==> src/rtl/sram_frame_reader.sv <==
// sram_frame_reader: reads one frame out of a 32-bit packed framebuffer
// SRAM (synchronous read, 1-cycle latency) and streams it as bytes over a
// valid/ready interface. Four pixels per word, one SRAM read per word.
// Optional build macro SRAM_FRAME_READER_MSB_FIRST_EN: when defined, each
// word is emitted most-significant byte first; otherwise least-significant
// byte first. Timing is identical in both builds.
module sram_frame_reader #(
  parameter int ADDR_W    = 14,
  parameter int DATA_W    = 32,
  parameter int NUM_WORDS = 16384
) (
  input  logic              clk,
  input  logic              rst,
  input  logic              start,
  output logic              busy,
  output logic              done,
  output logic              rd_en,
  output logic [ADDR_W-1:0] rd_addr,
  input  logic [DATA_W-1:0] rd_data,
  output logic [7:0]        m_data,
  output logic              m_valid,
  input  logic              m_ready,
  output logic              m_last
);

  localparam logic [2:0] ST_IDLE  = 3'd0;
  localparam logic [2:0] ST_FETCH = 3'd1;
  localparam logic [2:0] ST_WAIT  = 3'd2;
  localparam logic [2:0] ST_SEND  = 3'd3;
  localparam logic [2:0] ST_DONE  = 3'd4;

  // Terminal word index; all-ones when NUM_WORDS == 2^ADDR_W, so the
  // counter never has to hold NUM_WORDS itself.
  localparam logic [ADDR_W-1:0] LAST_WORD = ADDR_W'(NUM_WORDS - 1);
  localparam logic [ADDR_W-1:0] WORD_INC  = ADDR_W'(1'b1);
  localparam logic [ADDR_W-1:0] WORD_ZERO = {ADDR_W{1'b0}};

  // Selects the byte emitted for a given position within the word.
  function automatic logic [7:0] pick_byte(input logic [DATA_W-1:0] word,
                                           input logic [1:0]        idx);
    logic [7:0] b;
    case (idx)
`ifdef SRAM_FRAME_READER_MSB_FIRST_EN
      2'd0:    b = word[31:24];
      2'd1:    b = word[23:16];
      2'd2:    b = word[15:8];
      2'd3:    b = word[7:0];
`else
      2'd0:    b = word[7:0];
      2'd1:    b = word[15:8];
      2'd2:    b = word[23:16];
      2'd3:    b = word[31:24];
`endif
      default: b = 8'h00;
    endcase
    return b;
  endfunction

  logic [2:0]        state_r;
  logic [ADDR_W-1:0] word_cnt_r;
  logic [1:0]        byte_idx_r;
  logic [DATA_W-1:0] word_r;

  logic [2:0]        state_s;
  logic [ADDR_W-1:0] word_cnt_s;
  logic [1:0]        byte_idx_s;
  logic [DATA_W-1:0] word_s;
  logic              handshake_s;

  logic              rd_en_s;
  logic [ADDR_W-1:0] rd_addr_s;
  logic              m_valid_s;
  logic [7:0]        m_data_s;
  logic              m_last_s;
  logic              busy_s;
  logic              done_s;

  // m_valid is registered and high exactly in SEND, so this is the handshake.
  assign handshake_s = m_valid & m_ready;

  // Next-state and counter update for the readout sequencer.
  always_comb begin
    state_s    = state_r;
    word_cnt_s = word_cnt_r;
    byte_idx_s = byte_idx_r;
    word_s     = word_r;
    case (state_r)
      ST_IDLE: begin
        if (start) begin
          state_s    = ST_FETCH;
          word_cnt_s = WORD_ZERO;
        end else begin
          state_s = ST_IDLE;
        end
      end
      ST_FETCH: begin
        state_s = ST_WAIT;
      end
      ST_WAIT: begin
        // SRAM data for the address issued in FETCH is valid now.
        word_s     = rd_data;
        byte_idx_s = 2'd0;
        state_s    = ST_SEND;
      end
      ST_SEND: begin
        if (handshake_s) begin
          if (byte_idx_r != 2'd3) begin
            byte_idx_s = byte_idx_r + 2'd1;
          end else if (word_cnt_r != LAST_WORD) begin
            word_cnt_s = word_cnt_r + WORD_INC;
            state_s    = ST_FETCH;
          end else begin
            state_s = ST_DONE;
          end
        end else begin
          state_s = ST_SEND;
        end
      end
      ST_DONE: begin
        state_s = ST_IDLE;
      end
      default: begin
        state_s = ST_IDLE;
      end
    endcase
  end

  // Output values for the upcoming state, so every output is a flop.
  always_comb begin
    rd_en_s   = (state_s == ST_FETCH);
    rd_addr_s = WORD_ZERO;
    m_valid_s = (state_s == ST_SEND);
    m_data_s  = 8'h00;
    m_last_s  = 1'b0;
    busy_s    = (state_s == ST_FETCH) || (state_s == ST_WAIT) || (state_s == ST_SEND);
    done_s    = (state_s == ST_DONE);
    if (state_s == ST_FETCH) begin
      rd_addr_s = word_cnt_s;
    end else begin
      rd_addr_s = WORD_ZERO;
    end
    if (state_s == ST_SEND) begin
      m_data_s = pick_byte(word_s, byte_idx_s);
      m_last_s = (byte_idx_s == 2'd3) && (word_cnt_s == LAST_WORD);
    end else begin
      m_data_s = 8'h00;
      m_last_s = 1'b0;
    end
  end

  // State, counters, word buffer and registered outputs.
  always_ff @(posedge clk) begin
    if (rst) begin
      state_r    <= ST_IDLE;
      word_cnt_r <= WORD_ZERO;
      byte_idx_r <= 2'd0;
      word_r     <= {DATA_W{1'b0}};
      rd_en      <= 1'b0;
      rd_addr    <= WORD_ZERO;
      m_valid    <= 1'b0;
      m_data     <= 8'h00;
      m_last     <= 1'b0;
      busy       <= 1'b0;
      done       <= 1'b0;
    end else begin
      state_r    <= state_s;
      word_cnt_r <= word_cnt_s;
      byte_idx_r <= byte_idx_s;
      word_r     <= word_s;
      rd_en      <= rd_en_s;
      rd_addr    <= rd_addr_s;
      m_valid    <= m_valid_s;
      m_data     <= m_data_s;
      m_last     <= m_last_s;
      busy       <= busy_s;
      done       <= done_s;
    end
  end

endmodule
==> config.mk <==
export PLATFORM = sky130hd
export DESIGN_NAME = sram_frame_reader
export DESIGN_NICKNAME = d
export VERILOG_FILES = /design/src/rtl/sram_frame_reader.sv
export SDC_FILE = /design/constraint.sdc
export NUM_CORES = 1
export LEC_CHECK = 0
export BUFFER_PORTS_ARGS = -buffer_cell sky130_fd_sc_hd__clkbuf_2
export CAP_MARGIN = 25
export CORE_MARGIN = 3
export CORE_UTILIZATION = 52
export DETAILED_ROUTE_END_ITERATION = 8
export PLACE_DENSITY_LB_ADDON = 0.25
export SLEW_MARGIN = 10
export SYNTH_ARGS = -nofsm -noshare
export SYNTH_HDL_FRONTEND = slang
export SYNTH_SLANG_ARGS = --single-unit
==> constraint.sdc <==
create_clock -name clk -period 5.17 [get_ports clk]
set_input_delay 1.034 -clock clk [delete_from_list [all_inputs] [get_ports clk]]
set_output_delay 1.034 -clock clk [all_outputs]
set_load 0.05 [all_outputs]
# Yosys cells after proc, flatten, opt, wreduce, memory -nomap -nowiden
# Cells that the tools add are included.
# op_classes
eq_ne	13
shifts	0
div	0
order_cmp	0
muxes	15
reduce_logical	7
bitwise	3
multipliers	0
add_sub_neg	2
# ops
operator	count
$mux 14	4
$mux 32	1
$pmux 8 s4	1
$pmux 14 s2	1
$add 14x1->14 const B	1
$eq 14x14->1 const B	1
$ne 14x14->1 const B	1
$eq 3x2->1 const B	4
$pmux 3 s4	1
$mux 3	3
$eq 3x1->1 const B	2
$eq 2x2->1 const B	2
$mux 2	2
$pmux 2 s2	1
$reduce_or 2->1	2
$eq 3x3->1 const B	1
$logic_not 3->1	1
$add 2x1->2 const B	1
$eq 2x1->1 const B	1
$logic_not 2->1	1
$logic_or 1x1->1	2
$ne 2x2->1 const B	1
$not 1->1	2
$and 1x1->1	1
other kinds (2)	2
# word_totals
ram_bits	0
out_inout_bits	27
in_bits	36
n_memories	0
mem_bits_ro	0
regBits	78
latchBits	0
wordCells	51

# Logic depth before layout (Yosys ltp)
# logic_depth
ltp_word	8
mapped_depth	9
mapped_depth_nobuf	8

# Worst setup path after synthesis
# No wires, ideal clock.
# synth_timing
path_kind	input to register
start	input m_ready
end	register m_last
cell_stages	6
setup_slack_ns	1.998
setup_ns	0.088
arrival_ns	3.084
t_required_ns	5.082
cell_sequence	nand4_2 or4_1 o31a_1 or4b_1 or4_1 nor4_2
# synth_between
elab_chain_cells	6
word_cells_on_any_way	13
cone_classes	eq/ne (3); mux (6); bitwise (2); reduce/logical (2)
# synth_lines
element	line_no	rtl
start, declared	22	input logic m_ready,
$and 1x1->1 (*)	79	assign handshake_s = m_valid & m_ready;
$mux 3	106	if (handshake_s) begin
$pmux 3 s4	87	case (state_r)
$eq 3x2->1	142	if (state_s == ST_SEND) begin
$not 1->1 (no source line)	--	
$reduce_or 2->1 (no source line)	--	
end signal, assigned	174	m_last <= m_last_s;
end, declared	23	output logic m_last
# Mark *: on every way between the ends. The rest lies on a longest branch, timed or not.
# A chain may end at the register's enable or synchronous reset.

# Final worst setup path
# Same ends and word-level chain as after synthesis.

==> out/qor.csv <==
stage,metric,value,unit
status,status,finished clean,
critical_path,Worst R2R Start,state_r[0]$_SDFF_PP0_,
pwr,power density cells,330.8,mW/mm^2
cts,post-cts resize count,0,
drt,DRC Markers,0,
critical_path,Critical Path AT,3430,ps
synth,Post-synth EDFFs,0,
pwr,Pint,0.0009468,W
drt,routed vias,2926,
synth,sequential share of the synthesized area,48.47,%
finish,fillers,540,
pwr,share of total power in combinational logic,9.7,%
critical_path,Reg-to-Reg End,m_last$_SDFF_PP0_,
critical_path,startpoint types,input port,
pwr,Clock power frac,40.1,%
die,core area,0.005956,mm^2
sta,final worst-path cycle share,61.39,%
drt,WL/cell,14.04,um
finish,diode count,0,
critical_path,element type at the critical path end,flip-flop,
sta,unrepaired setup endpoints after global routing,false,
sta,Relative slew margins,53.51,%
finish,share of cells above drive strength 1,21.08,%
cts,CTS Sinks,78,
pwr,Reg power frac,50.2,%
job,Max-Cap Viols,0,
placed_design,Final HPWL DP,4967,um
sta,Final Max Tran Viols,0,
cts,CTS root buf,clkbuf_8,
critical_path,critical path class,in -> reg,
hold_path,Hold Path Depth,2,
cts,post-CTS setup buffers,0,
hold_path,worst hold path class,reg -> reg,
sta,actual slew at the worst max-slew pin,695.2,ps
die,num rows,28,
global_route,via count of the first global-routing pass,2765,
sta,setup ws final,1996,ps
finish,Layout area overhead,18.37,%
die,Starting Density,54.10,%
die,die height,84.72,um
cts,CTS tree,built,
die,Die X,84.72,um
synth,syn avg cell area,8.368,um^2
cts,post-cts hold buffer count,0,
sta,# setup viols final,0,
drt,1st-iter DRT viols,252,
sta,Fin. Hold Viols,0,
synth,"Top FF cell, synth",dfxtp_1,
critical_path,Critical Path Source,m_ready,
placed_design,port buffer count,62,
drt,Vias/cell,5.616,
pwr,leakage dissipation,1.552,nW
synth,synthesized area,0.003222,mm^2
critical_path,Critical Path RT,5430,ps
critical_path,maximum fanout along the worst path,6,
pwr,Max VDD drop,192.7,uV
global_route,initial antenna violation count,0,
placed_design,pre-CTS WS,1657,ps
pwr,Sw Ratio,24.95,%
cts,"Clk Latency, worst-skew pair",350,ps
global_route,largest net degree at the start of global routing,53,
synth,syn nets,422,
cts,CTS H-Tree Depth,3,
synth,Async SR Flop Fraction,0,%
global_route,global route overflow,0,
placed_design,Final GP Congestion,0.8636,
global_route,first-pass GRT wire length,12480,um
synth,post-synthesis register bit count,78,
critical_path,R2R depth,7,
sta,Fmax,315.1,MHz
cts,Worst-path clk slew,80,ps
sta,Clock Skew,10.45,ps
synth,Gate Count Post-Synth,385,
cts,Clock Tree Buf Depth,2,
drt,DRT Pass-1 Iters,5,
sta,Setup TNS Final,0,ps
synth,Syn. warnings,0,
die,I/O pins,63,
pwr,Psw,0.0003147,W
drt,Routed Antenna Nets,0,
finish,layout net count,478,
sta,minimum clock period,3174,ps
critical_path,Register-to-Register Setup Slack,2070,ps
hold_path,Hold Path End,word_r[10]$_SDFF_PP0_,
synth,Yosys cell types,44,
die,Die Area,0.007177,mm^2
cts,Num CTS Buffers,9,
global_route,GRT Resource Usage Total,21.35,%
drt,drt total wl,7315,um
hold_path,hold wc startpoint,word_r[10]$_SDFF_PP0_,
## cell usage after synthesis (3+ instances only)
library cell | n | share of area, %
nor2_1 | 41 | 4.8
inv_1 | 3 | 0.35
a21o_1 | 3 | 0.70
o21ai_0 | 22 | 3.4
and2_1 | 3 | 0.58
mux2i_1 | 18 | 5.6
nor4_1 | 5 | 0.97
nand3_1 | 11 | 1.7
dfxtp_1 | 78 | 48
and3_1 | 3 | 0.58
clkbuf_1 | 19 | 2.2
nor2b_1 | 4 | 0.78
nand4_1 | 5 | 0.97
a21oi_1 | 40 | 6.2
a31oi_1 | 3 | 0.58
nor3_1 | 12 | 1.9
or4_1 | 4 | 0.93
nand2_1 | 76 | 8.9
## cell families after synthesis
| logic type | Yosys count | synth area share [%] |
|---|---|---|
| multiplexers | 21 | 7.340 |
| flip-flops | 78 | 48.47 |
| AO/OA/AOI/OAI | 85 | 15.46 |
| buffers and inverters | 26 | 3.107 |
| AND/OR/NAND/NOR | 174 | 25.24 |
| adder cells (fa/ha/maj) | 1 | 0.3883 |
## layout make-up
cell class              count  area [um^2]  area share (%)
clock buffers              10        137.6           3.609
well taps                  75        93.84           2.461
multi-input cells         281         1570           41.17
repair buffers             68        355.3           9.318
inverters                   3        11.26          0.2953
clock inverters             6        83.83           2.198
flip-flops and latches     78         1562           40.94
## critical path: stages
cell      delay (ps)
clkbuf_2         140
nand4_2          180
or4_1            580
o31a_1           290
or4b_1           550
or4_1            430
nor4_2           230
## routing by layer
layer	vias to the layer above	global-route usage, %	wire (um)
met5	-	0	0
met2	105	32.67	3319
met4	0	5.899	107
li1	1462	-	-
met1	1347	29.66	3440
met3	12	5.986	447
## worst max-delay path by stage
stage | cells past startpoint | slack [ps] | to
final | 7 | 2000 | m_last$_SDFF_PP0_
after global routing | 7 | 1730 | m_last$_SDFF_PP0_
after CTS | 7 | 2020 | m_last$_SDFF_PP0_
after detailed placement | 7 | 1660 | m_last$_SDFF_PP0_
after global placement | 7 | 1750 | m_last$_SDFF_PP0_
after floorplan | 6 | 2000 | m_last$_SDFF_PP0_
## power by group through the flow
stage | Combinational [W] | Sequential (W) | Clock [W]
final | 0.000122 | 0.000633 | 0.000506
after detailed placement | 0.000123 | 0.000648 | 0
after global placement | 0.000121 | 0.000647 | 0
after CTS | 0.000123 | 0.000633 | 0.000511
after global routing | 0.000138 | 0.000636 | 0.000532
after floorplan | 0.0000763 | 0.000656 | 0
## stage by stage
step	hold slack, ps	cells	cell area, um^2	total power, W	util, %
after floorplan	433.1	385	3222	0.0007320	-
final	456.2	521	3814	0.001262	64.03
after CTS	457.5	521	3814	0.001268	64.03
after detailed placement	446.5	505	3592	0.0007701	60.32
after global placement	439.7	505	3592	0.0007673	60.32
after global routing	471.0	521	3814	0.001307	64.03
## flip-flops by register name (all words and copies together), names as in the netlist
name	cells
word_r	32
busy	1
done	1
state_r	3
m_data	8
rd_en	1
word_cnt_r	14
rd_addr	14
m_last	1
m_valid	1
byte_idx_r	2
## cells in the final DEF (no fill, tap or decap), drive strengths merged
cell      n
o21ai    23
nand3b    2
and2b     1
o31ai     2
dfxtp    78
o31a      2
nor2b     4
a41oi     2
o2bb2ai   1
and3      3
nand2    76
o311ai    2
o211ai    1
clkinv    3
a21oi    40
nand3    11
nand2b    1
buf       6
o311a     2
nor2     41
and4      1
a22oi     1
nor4      6
bufinv    2
or4b      2
mux4      2
o21a      2
a21o      3
and2      3
a31oi     3
ha        1
inv       4
clkbuf   72
nand4     7
mux2i    18
a211oi    1
or4       4
nor3     12
mux2      1
No activity file was read; power rests on OpenSTA's default activity.
